**src/rtl/sprite_pkg.sv**
```systemverilog
// Shared widths and descriptor layout for the sprite shift chain.
package sprite_pkg;

  localparam int POS_W = 9;
  localparam int SCL_W = 4;
  localparam int COL_W = 5;
  localparam int NCOL  = 4;
  localparam int PIX_W = 32;

  localparam int ENTRY_W = 1 + SCL_W + POS_W + NCOL*COL_W + PIX_W;

  // Descriptor fields, MSB first: swpX, sclX, posX, bcolor, colors.
  typedef struct packed {
    logic                    swpX;
    logic [SCL_W-1:0]        sclX;
    logic [POS_W-1:0]        posX;
    logic [NCOL*COL_W-1:0]   bcolor;
    logic [PIX_W-1:0]        colors;
  } desc_t;

  function automatic logic [ENTRY_W-1:0] pack_desc(input desc_t d);
    return d;
  endfunction

  function automatic desc_t unpack_desc(input logic [ENTRY_W-1:0] v);
    return desc_t'(v);
  endfunction

endpackage

```
**src/rtl/sprite_shift_slot.sv**
```systemverilog
// One descriptor slot: valid bit plus payload, with
// clear > load-from-input > load-from-neighbour > hold priority.
module sprite_shift_slot
  import sprite_pkg::*;
#(
  parameter int W = ENTRY_W + 1
) (
  input  logic         clk,
  input  logic         clr,
  input  logic         ld_in,
  input  logic         ld_nb,
  input  logic [W-1:0] d_in,
  input  logic [W-1:0] d_nb,
  output logic [W-1:0] q
);

  // Prioritised slot update; clear zeroes both valid and payload.
  always_ff @(posedge clk) begin
    if (clr) begin
      q <= '0;
    end else if (ld_in) begin
      q <= d_in;
    end else if (ld_nb) begin
      q <= d_nb;
    end
  end

endmodule

```
**src/rtl/sprite_shift_chain.sv**
```systemverilog
// Ordered queue of sprite descriptors: fetch pushes at the tail,
// the renderer reads and pops slot 0, rotate recycles the head.
module sprite_shift_chain
  import sprite_pkg::*;
#(
  parameter int DEPTH = 8,
  parameter int POS_W = sprite_pkg::POS_W,
  parameter int SCL_W = sprite_pkg::SCL_W,
  parameter int COL_W = sprite_pkg::COL_W,
  parameter int NCOL  = sprite_pkg::NCOL,
  parameter int PIX_W = sprite_pkg::PIX_W
) (
  input  logic                       clk,
  input  logic                       rst,
  input  logic                       clr,
  input  logic                       push,
  input  logic                       pop,
  input  logic                       rot,
  input  logic [POS_W-1:0]           i_posX,
  input  logic [SCL_W-1:0]           i_sclX,
  input  logic                       i_swpX,
  input  logic [NCOL*COL_W-1:0]      i_bcolor,
  input  logic [PIX_W-1:0]           i_colors,
  output logic                       push_ready,
  output logic                       o_valid,
  output logic [POS_W-1:0]           o_posX,
  output logic [SCL_W-1:0]           o_sclX,
  output logic                       o_swpX,
  output logic [NCOL*COL_W-1:0]      o_bcolor,
  output logic [PIX_W-1:0]           o_colors,
  output logic [$clog2(DEPTH+1)-1:0] count,
  output logic                       full,
  output logic                       empty,
  output logic                       overflow
);

  localparam int CW = $clog2(DEPTH+1);
  localparam int EW = 1 + SCL_W + POS_W + NCOL*COL_W + PIX_W;
  localparam int SW = EW + 1;

  logic [SW-1:0] slot_q [DEPTH];
  logic [SW-1:0] in_entry;
  logic          flush;
  logic          rot_eff;
  logic          pop_eff;
  logic          push_acc;
  logic          shift;
  logic [CW-1:0] wr_idx;
  logic [CW-1:0] last_idx;

  assign flush    = rst || clr;
  assign full     = (count == CW'(DEPTH));
  assign empty    = (count == '0);

  // Rotate takes precedence over pop/push; pop on empty is a no-op.
  assign rot_eff  = rot && !empty;
  assign pop_eff  = pop && !empty && !rot;
  assign push_ready = (!full || (pop && !rot)) && !rot;
  assign push_acc = push && push_ready;
  assign shift    = rot_eff || pop_eff;

  // When popping, the tail moves down one, so the write lands one lower.
  assign wr_idx   = count - CW'(pop_eff);
  assign last_idx = count - CW'(1);

  assign in_entry = {1'b1, i_swpX, i_sclX, i_posX, i_bcolor, i_colors};

  // Head outputs are straight from slot 0 registers.
  assign o_valid = slot_q[0][EW];
  assign {o_swpX, o_sclX, o_posX, o_bcolor, o_colors} = slot_q[0][EW-1:0];

  for (genvar i = 0; i < DEPTH; i++) begin : g_slot
    localparam logic [CW-1:0] IDX = CW'(i);
    logic          ld_in;
    logic [SW-1:0] d_in;
    logic [SW-1:0] d_nb;

    if (i == DEPTH-1) begin : g_tail
      assign d_nb = '0;
    end else begin : g_body
      assign d_nb = slot_q[i+1];
    end

    // Per-slot direct load: recycled head on rotate, or the pushed entry.
    always_comb begin
      ld_in = 1'b0;
      d_in  = in_entry;
      if (rot_eff) begin
        if (IDX == last_idx) begin
          ld_in = 1'b1;
          d_in  = slot_q[0];
        end
      end else if (push_acc && (IDX == wr_idx)) begin
        ld_in = 1'b1;
      end
    end

    sprite_shift_slot #(.W(SW)) u_slot (
      .clk   (clk),
      .clr   (flush),
      .ld_in (ld_in),
      .ld_nb (shift),
      .d_in  (d_in),
      .d_nb  (d_nb),
      .q     (slot_q[i])
    );
  end

  // Occupancy: +1 on accepted push, -1 on effective pop, unchanged on rotate.
  always_ff @(posedge clk) begin
    if (flush) begin
      count <= '0;
    end else if (push_acc && !pop_eff) begin
      count <= count + CW'(1);
    end else if (pop_eff && !push_acc) begin
      count <= count - CW'(1);
    end
  end

  // Sticky record of any push that was not accepted.
  always_ff @(posedge clk) begin
    if (flush) begin
      overflow <= 1'b0;
    end else if (push && !push_ready) begin
      overflow <= 1'b1;
    end
  end

endmodule

```
**config.mk**
```make
export PLATFORM = sky130hd
export DESIGN_NAME = sprite_shift_chain
export DESIGN_NICKNAME = d
export VERILOG_FILES = /design/src/rtl/sprite_pkg.sv /design/src/rtl/sprite_shift_slot.sv /design/src/rtl/sprite_shift_chain.sv
export SDC_FILE = /design/constraint.sdc
export NUM_CORES = 2
export LEC_CHECK = 0
export ABC_AREA = 1
export CAP_MARGIN = 20
export CORE_AREA = 2 2 277 279
export CTS_CLUSTER_DIAMETER = 120
export DETAILED_ROUTE_END_ITERATION = 6
export DIE_AREA = 0 0 279 281
export GPL_TIMING_DRIVEN = 0
export PLACE_DENSITY = 0.6
export SETUP_SLACK_MARGIN = 0.05
export SKIP_LAST_GASP = 1
export SYNTH_ARGS = -nofsm -noshare
export SYNTH_HDL_FRONTEND = slang
export SYNTH_SLANG_ARGS = --single-unit
```
**constraint.sdc**
```tcl
create_clock -name clk -period 4.45 [get_ports clk]
set_input_delay 0.89 -clock clk [delete_from_list [all_inputs] [get_ports clk]]
set_output_delay 0.89 -clock clk [all_outputs]
set_load 0.05 [all_outputs]
```
### Word-level counts from Yosys, hierarchy flattened

Index checks and enable logic that the tools add are counted.

* register bits after elaboration: 541
* input bits: 72
* output and inout port bits: 75
* word-level logic and storage cells: 126

* add/subtract/negate cells: 3
* equal/unequal tests: 16
* muxes and demuxes: 58
* reduce and logical (&&, ||, !) cells: 39

Operators with widths (number)
* $mux 67: 32
* $eq 3x4->1 const A: 8
* $mux 1: 24
* $reduce_bool 2->1: 9
* $logic_and 1x1->1: 17
* $eq 2x4->1 const A: 4
* $logic_not 4->1: 3
* $eq 1x4->1 const A: 2
* $mux 4: 2
* $logic_not 1->1: 6
* $add 4x1->4 const B: 1
* $eq 4x4->1 const B: 1
* $sub 4x1->4: 1
* $sub 4x1->4 const B: 1
* $logic_or 1x1->1: 3
* $ne 3x3->1 const B: 1
* $reduce_and 2->1: 1

### Depth between registers and ports, before layout

* depth in word-level cells: 11
* gate-level depth with buffers: 21
* depth with buffers taken out: 19

### Hierarchy

From an unflattened synthesis, not the netlist that was laid out.

* cells, all modules: 6033
* area, all modules: 34793.4 µm²

Modules (own cells, without submodules)
* sprite_shift_slot: times used 8, cells each 509, area an instance 3269.4 µm²
* sprite_shift_chain: times used 1, cells each 1961, area an instance 8638.3 µm²

### Least setup slack after synthesis

No wires, ideal clock.

* path kind: reg2reg
* from: register count[0]
* to: register g_slot[1].u_slot.q[51]
* library setup time: 0.132 ns
* data arrival time: 3.355 ns
* path slack: 0.963 ns
* cell stages (with the launch flop): 18
* path buffers: 2
* period minus slack after synthesis: 3.487 ns
* path through: dfxtp_1 -> inv_1 -> ha_1 -> nand2_2 -> nor2_2 -> nor2_2 -> ha_1 -> ha_1 -> inv_1 -> or2_2 -> nor2_1 -> nand2_1 -> nand2_1 -> buf_2 -> buf_2 -> nand2_1 -> nand2_1 -> a21oi_1

* longest elaborated chain between the ends: 10
* elaborated cells between the ends (all ways): 23

Ends and longest elaborated chain
* start: declaration: line sprite_shift_chain.sv:31 `output logic [$clog2(DEPTH+1)-1:0] count,`
* start signal: assignment: line sprite_shift_chain.sv:114 `count <= count + CW'(1);`
* start signal: assignment: line sprite_shift_chain.sv:116 `count <= count - CW'(1);`
* $logic_not 4->1 *: line sprite_shift_chain.sv:53 `assign empty = (count == '0);`
* named net empty: line sprite_shift_chain.sv:33 `output logic empty,`
* $logic_not 1->1 *: line sprite_shift_chain.sv:56, sprite_shift_chain.sv:57
* $logic_and 1x1->1 (2 in series): line sprite_shift_chain.sv:57 `assign pop_eff = pop && !empty && !rot;`
* $sub 4x1->4: line sprite_shift_chain.sv:63 `assign wr_idx = count - CW'(pop_eff);`
* $eq 1x4->1: line sprite_shift_chain.sv:93 `end else if (push_acc && (IDX == wr_idx)) begin`
* $logic_and 1x1->1: line sprite_shift_chain.sv:93
* $mux 1: line sprite_shift_chain.sv:93
* $mux 1: line sprite_shift_chain.sv:88 `if (rot_eff) begin`
* $mux 67 or $reduce_bool 2->1 (tied branches)
* end signal: assignment: line sprite_shift_slot.sv:22 `q <= d_in;`
* end signal: assignment: line sprite_shift_slot.sv:24 `q <= d_nb;`
* end: declaration: line sprite_shift_slot.sv:14 `output logic [W-1:0] q`

The timed path passes the listed nets; every way through them passes the cells marked *.
A chain may end at the register's enable or synchronous reset.

### Worst setup path after layout

* from: register count[0]
* to: register g_slot[5].u_slot.q[56]

* longest elaborated chain between the ends: 10
* elaborated cells between the ends (all ways): 23

Ends and longest elaborated chain (line)
* $logic_not 4->1: sprite_shift_chain.sv:53
* $logic_not 1->1: sprite_shift_chain.sv:56, sprite_shift_chain.sv:57
* $logic_and 1x1->1 (2 in series): sprite_shift_chain.sv:57
* $sub 4x1->4: sprite_shift_chain.sv:63
* $eq 3x4->1: sprite_shift_chain.sv:93
* $logic_and 1x1->1: sprite_shift_chain.sv:93
* $mux 1: sprite_shift_chain.sv:93
* $mux 1: sprite_shift_chain.sv:88
* $mux 67 or $reduce_bool 2->1 (tied branches)
* end signal: assignment: sprite_shift_slot.sv:22
* end signal: assignment: sprite_shift_slot.sv:24
* end: declaration: sprite_shift_slot.sv:14

Parallel ways exist; a longest one is shown, timed or not.

==> metrics.csv <==
stage,metric,value,unit
synth,"Seq/Total Area, Yosys",0.322,
sta,Worst slew margin,0.162,
floorplan,number of placement rows,101,
placement,placed inst area,36300,um2
cells_and_area,"commonest cells after routing, fill and taps aside","2676 x sky130_fd_sc_hd__nand2_1, 549 x sky130_fd_sc_hd__nor2_1, 541 x sky130_fd_sc_hd__dfxtp_1",
cells_and_area,register area,10800,um2
routing,wire per inst,21.0,um
worst_setup_path,Setup crit start kind,flip-flop,
worst_setup_path,Reg-to-Reg Start,count[0],
floorplan,effective utilization at floorplan,0.445,
worst_hold_path,terminating pin of the worst hold path,g_slot[3].u_slot.q[36],
routing,Routed Antenna Nets,0,
worst_setup_path,register-to-register setup slack,100,ps
placement,I/O Buffers,146,
sta,Post-Route Skew,21.2,ps
power,power share of the sequential group,0.382,
cells_and_area,fraction of layout instances using a drive strength above 1,0.0551,
clock_tree,cell chosen for the clock root,sky130_fd_sc_hd__clkbuf_16,
power,P_leak,0.0172,uW
clock_tree,depth of the CTS H-tree,3,
synth,Cell variety after synth,28,
routing,Vias per Instance,5.52,
sta,timing-limited maximum frequency,230,MHz
cells_and_area,most frequent standard cell in the layout excluding fill and tap cells,sky130_fd_sc_hd__nand2_1,
clock_tree,count of hold-fix buffers inserted at cts,0,
worst_setup_path,worst path required time,4920,ps
placement,final weighted congestion in routability-driven placement,0.963,
job,number of max-cap violations,0,
synth,number of standard cells after synthesis,5880,
worst_hold_path,Cells on Worst Hold Path,2,
routing,Detailed Routing Iterations Pass 1,6,
synth,Post-Synthesis Net Count,5961,
cells_and_area,count of filler cells inserted in the layout,8221,
sta,Tmin final,4350,ps
sta,number of endpoints failing setup at the final stage,0,
clock_tree,CTS clock-pin slew for the worst setup and hold paths,60,ps
global_routing,initial antenna violation count,12,
run_status,status,completed,
routing,DRC viols,0,
placement,Setup Slack @ Placement,-841,ps
power,switching power total,4500,uW
sta,minimum setup slack in the final design,100,ps
synth,synthesized area per cell,5.71,um2
worst_hold_path,class of the worst hold path,flip-flop to flip-flop,
worst_setup_path,"critical path fanouts, max",10,
routing,DRC violation total after the first TritonRoute iteration,5072,
floorplan,DIE WIDTH,279,um
cells_and_area,post-layout instance area,38600,um2
cells_and_area,net count of the finished layout,6183,
power,internal power consumption,8850,uW
clock_tree,CTS tree,done,
synth,#FFs+latches synth,541,
worst_setup_path,WS Path Type,flip-flop to flip-flop,
cells_and_area,total area of multi-input combinational cells,19400,um2
worst_setup_path,endpoint arrival time on the critical path,4820,ps
sta,actual slew at the worst max-slew pin,1260,ps
sta,Final Max Slew Viols,0,
power,portion of total power attributed to combinational logic,0.200,
placement,half-perimeter wire length of the detailed placement result,111000,um
power,P per Cell Area,346,nW/um2
synth,Mapped Area,33600,um2
floorplan,I/O Pins,147,
global_routing,aggregate global-route resource usage,0.372,
routing,Total Routed Length,150000,um
power,switching fraction of total power,0.337,
global_routing,first-pass GRT wire length,222000,um
sta,final hold vios,0,
clock_tree,Skew-Pair Late Insertion Delay,620,ps
clock_tree,maximum buffer depth of the clock tree,3,
worst_setup_path,kind of end point of the critical path,flip-flop,
routing,vias post-DR,39400,
sta,final period utilization,0.977,
synth,Yosys Warn Count,0,
worst_hold_path,hold_sp,g_slot[3].u_slot.q[36],
cells_and_area,area delta synth->final,14.9,%
worst_setup_path,number of cell instances on the worst register-to-register path,17,
global_routing,via count of the first global-routing pass,35300,
clock_tree,clock sinks,541,
floorplan,core region area,75400,um2
power,clock share of power,0.417,
floorplan,area of the die,78400,um2
sta,setup repair after global routing missed its margin,yes,
worst_setup_path,endpoint of the most critical register-to-register path,g_slot[5].u_slot.q[56],
global_routing,pin count of the biggest net entering global routing,13,
floorplan,y dimension of the die,281,um
power,highest ir drop seen on vdd,0.312,mV
clock_tree,number of buffers created by CTS,68,
global_routing,remaining global-route overflow,0,
-- per-layer routing --
layer | track usage | share of wire
met1 | 0.506 | 0.43
met2 | 0.568 | 0.43
met3 | 0.0707 | 0.099
met4 | 0.177 | 0.048
met5 | 0 | 0.00035
-- worst max-delay path by stage --
stage	from	end	slack, ps	cells past startpoint
floorplan	count[0]	g_slot[1].u_slot.q[51]	960	17
global placement	rot	g_slot[5].u_slot.q[57]	-1190	17
detailed placement	rot	g_slot[5].u_slot.q[56]	-840	16
CTS	count[0]	g_slot[5].u_slot.q[56]	-30	17
global route	count[0]	g_slot[5].u_slot.q[56]	-30	17
finish	count[0]	g_slot[5].u_slot.q[56]	100	17
-- cell usage after synthesis --
cell type / number / share of area
sky130_fd_sc_hd__nor3_1: 1 / 0.00015
sky130_fd_sc_hd__nand2_1: 2682 / 0.30
sky130_fd_sc_hd__a21oi_1: 275 / 0.041
sky130_fd_sc_hd__o21ai_0: 205 / 0.031
sky130_fd_sc_hd__nand4_1: 337 / 0.063
sky130_fd_sc_hd__or2_2: 1 / 0.00019
sky130_fd_sc_hd__buf_4: 8 / 0.0018
sky130_fd_sc_hd__o21ai_1: 8 / 0.0012
sky130_fd_sc_hd__nor2_1: 549 / 0.061
sky130_fd_sc_hd__nand3_2: 2 / 0.00060
sky130_fd_sc_hd__nand2_2: 4 / 0.00074
sky130_fd_sc_hd__buf_2: 191 / 0.028
sky130_fd_sc_hd__o21a_1: 1 / 0.00022
sky130_fd_sc_hd__o21ai_2: 1 / 0.00026
sky130_fd_sc_hd__inv_1: 357 / 0.040
sky130_fd_sc_hd__nor2_4: 1 / 0.00034
sky130_fd_sc_hd__ha_1: 9 / 0.0034
sky130_fd_sc_hd__nand3_1: 279 / 0.042
sky130_fd_sc_hd__xor2_1: 1 / 0.00026
sky130_fd_sc_hd__dfxtp_1: 541 / 0.32
sky130_fd_sc_hd__a221oi_1: 1 / 0.00026
sky130_fd_sc_hd__buf_1: 32 / 0.0036
sky130_fd_sc_hd__nor2_2: 5 / 0.00093
sky130_fd_sc_hd__xnor2_1: 1 / 0.00026
sky130_fd_sc_hd__a21oi_4: 1 / 0.00048
sky130_fd_sc_hd__nand3b_1: 132 / 0.029
sky130_fd_sc_hd__inv_2: 6 / 0.00067
sky130_fd_sc_hd__clkbuf_1: 249 / 0.028
-- cell type report --
class                           instances  share of cell area
Clock buffer                          103              0.0536
Sequential cell                       541               0.281
Multi-Input combinational cell       4496               0.502
Antenna cell                            8            0.000519
Tap cell                              978              0.0317
Timing Repair Buffer                  152              0.0394
Inverter                              363              0.0353
Clock inverter                         13             0.00259
Buffer                                480              0.0542
-- cell families after synthesis --
| group | synth area share |
|---|---|
| XOR/XNOR | 0.000521 |
| adder cells (fa/ha/maj) | 0.00335 |
| AO/OA/AOI/OAI | 0.0739 |
| flip-flops | 0.322 |
| AND/OR/NAND/NOR | 0.498 |
| buffers and inverters | 0.102 |
-- power by group through the flow --
stage          Sequential, uW  Clock [uW]  Combinational, uW
2_1_floorplan            5340           0               1370
6_report                 5100        5570               2670
4_1_cts                  5100        5580               2590
3_3_place_gp             5200           0               2560
5_1_grt                  5110        5750               2850
3_5_place_dp             5200           0               2570
-- metrics by stage --
step                hold WS, ps  setup TNS [ps]  utilization  power (uW)  std cells
floorplan                   468               0            -        6710       5880
global placement            476         -141880        0.481        7760       7004
detailed placement          480          -95830        0.481        7770       7005
CTS                         488           -34.3        0.510       13300       7121
global route                502           -27.7        0.511       13700       7126
finish                      489               0        0.512       13300       7134
-- flip-flops by register name, indices dropped and copies added, names as in the netlist --
| register | count |
|---|---|
| g_slot.u_slot.q | 536 |
| overflow | 1 |
| count | 4 |
-- repair_timing --
| item | CTS | global route |
|---|---|---|
| setup buffers | 0 | 4 |
| resized for setup | 4 | 15 |
| setup endpoints to repair | 132 | 247 |
| hold endpoints to repair | 0 | 0 |
| pin swaps | 0 | 1 |
-- worst max-delay path: stages (launching register included) --
cell and delay (ps):
sky130_fd_sc_hd__dfxtp_1 430, sky130_fd_sc_hd__inv_1 300, sky130_fd_sc_hd__ha_1 260, sky130_fd_sc_hd__nand2_2 90, sky130_fd_sc_hd__nor2_2 340, sky130_fd_sc_hd__nor2_2 90, sky130_fd_sc_hd__ha_1 230, sky130_fd_sc_hd__ha_1 330
sky130_fd_sc_hd__inv_1 60, sky130_fd_sc_hd__or2_2 280, sky130_fd_sc_hd__nor2_1 190, sky130_fd_sc_hd__nand2_4 260, sky130_fd_sc_hd__nand2_2 300, sky130_fd_sc_hd__buf_4 330, sky130_fd_sc_hd__buf_2 320, sky130_fd_sc_hd__nand2_1 80
sky130_fd_sc_hd__nand2_1 210, sky130_fd_sc_hd__a21oi_1 100
(Power assumes the default switching activity.)
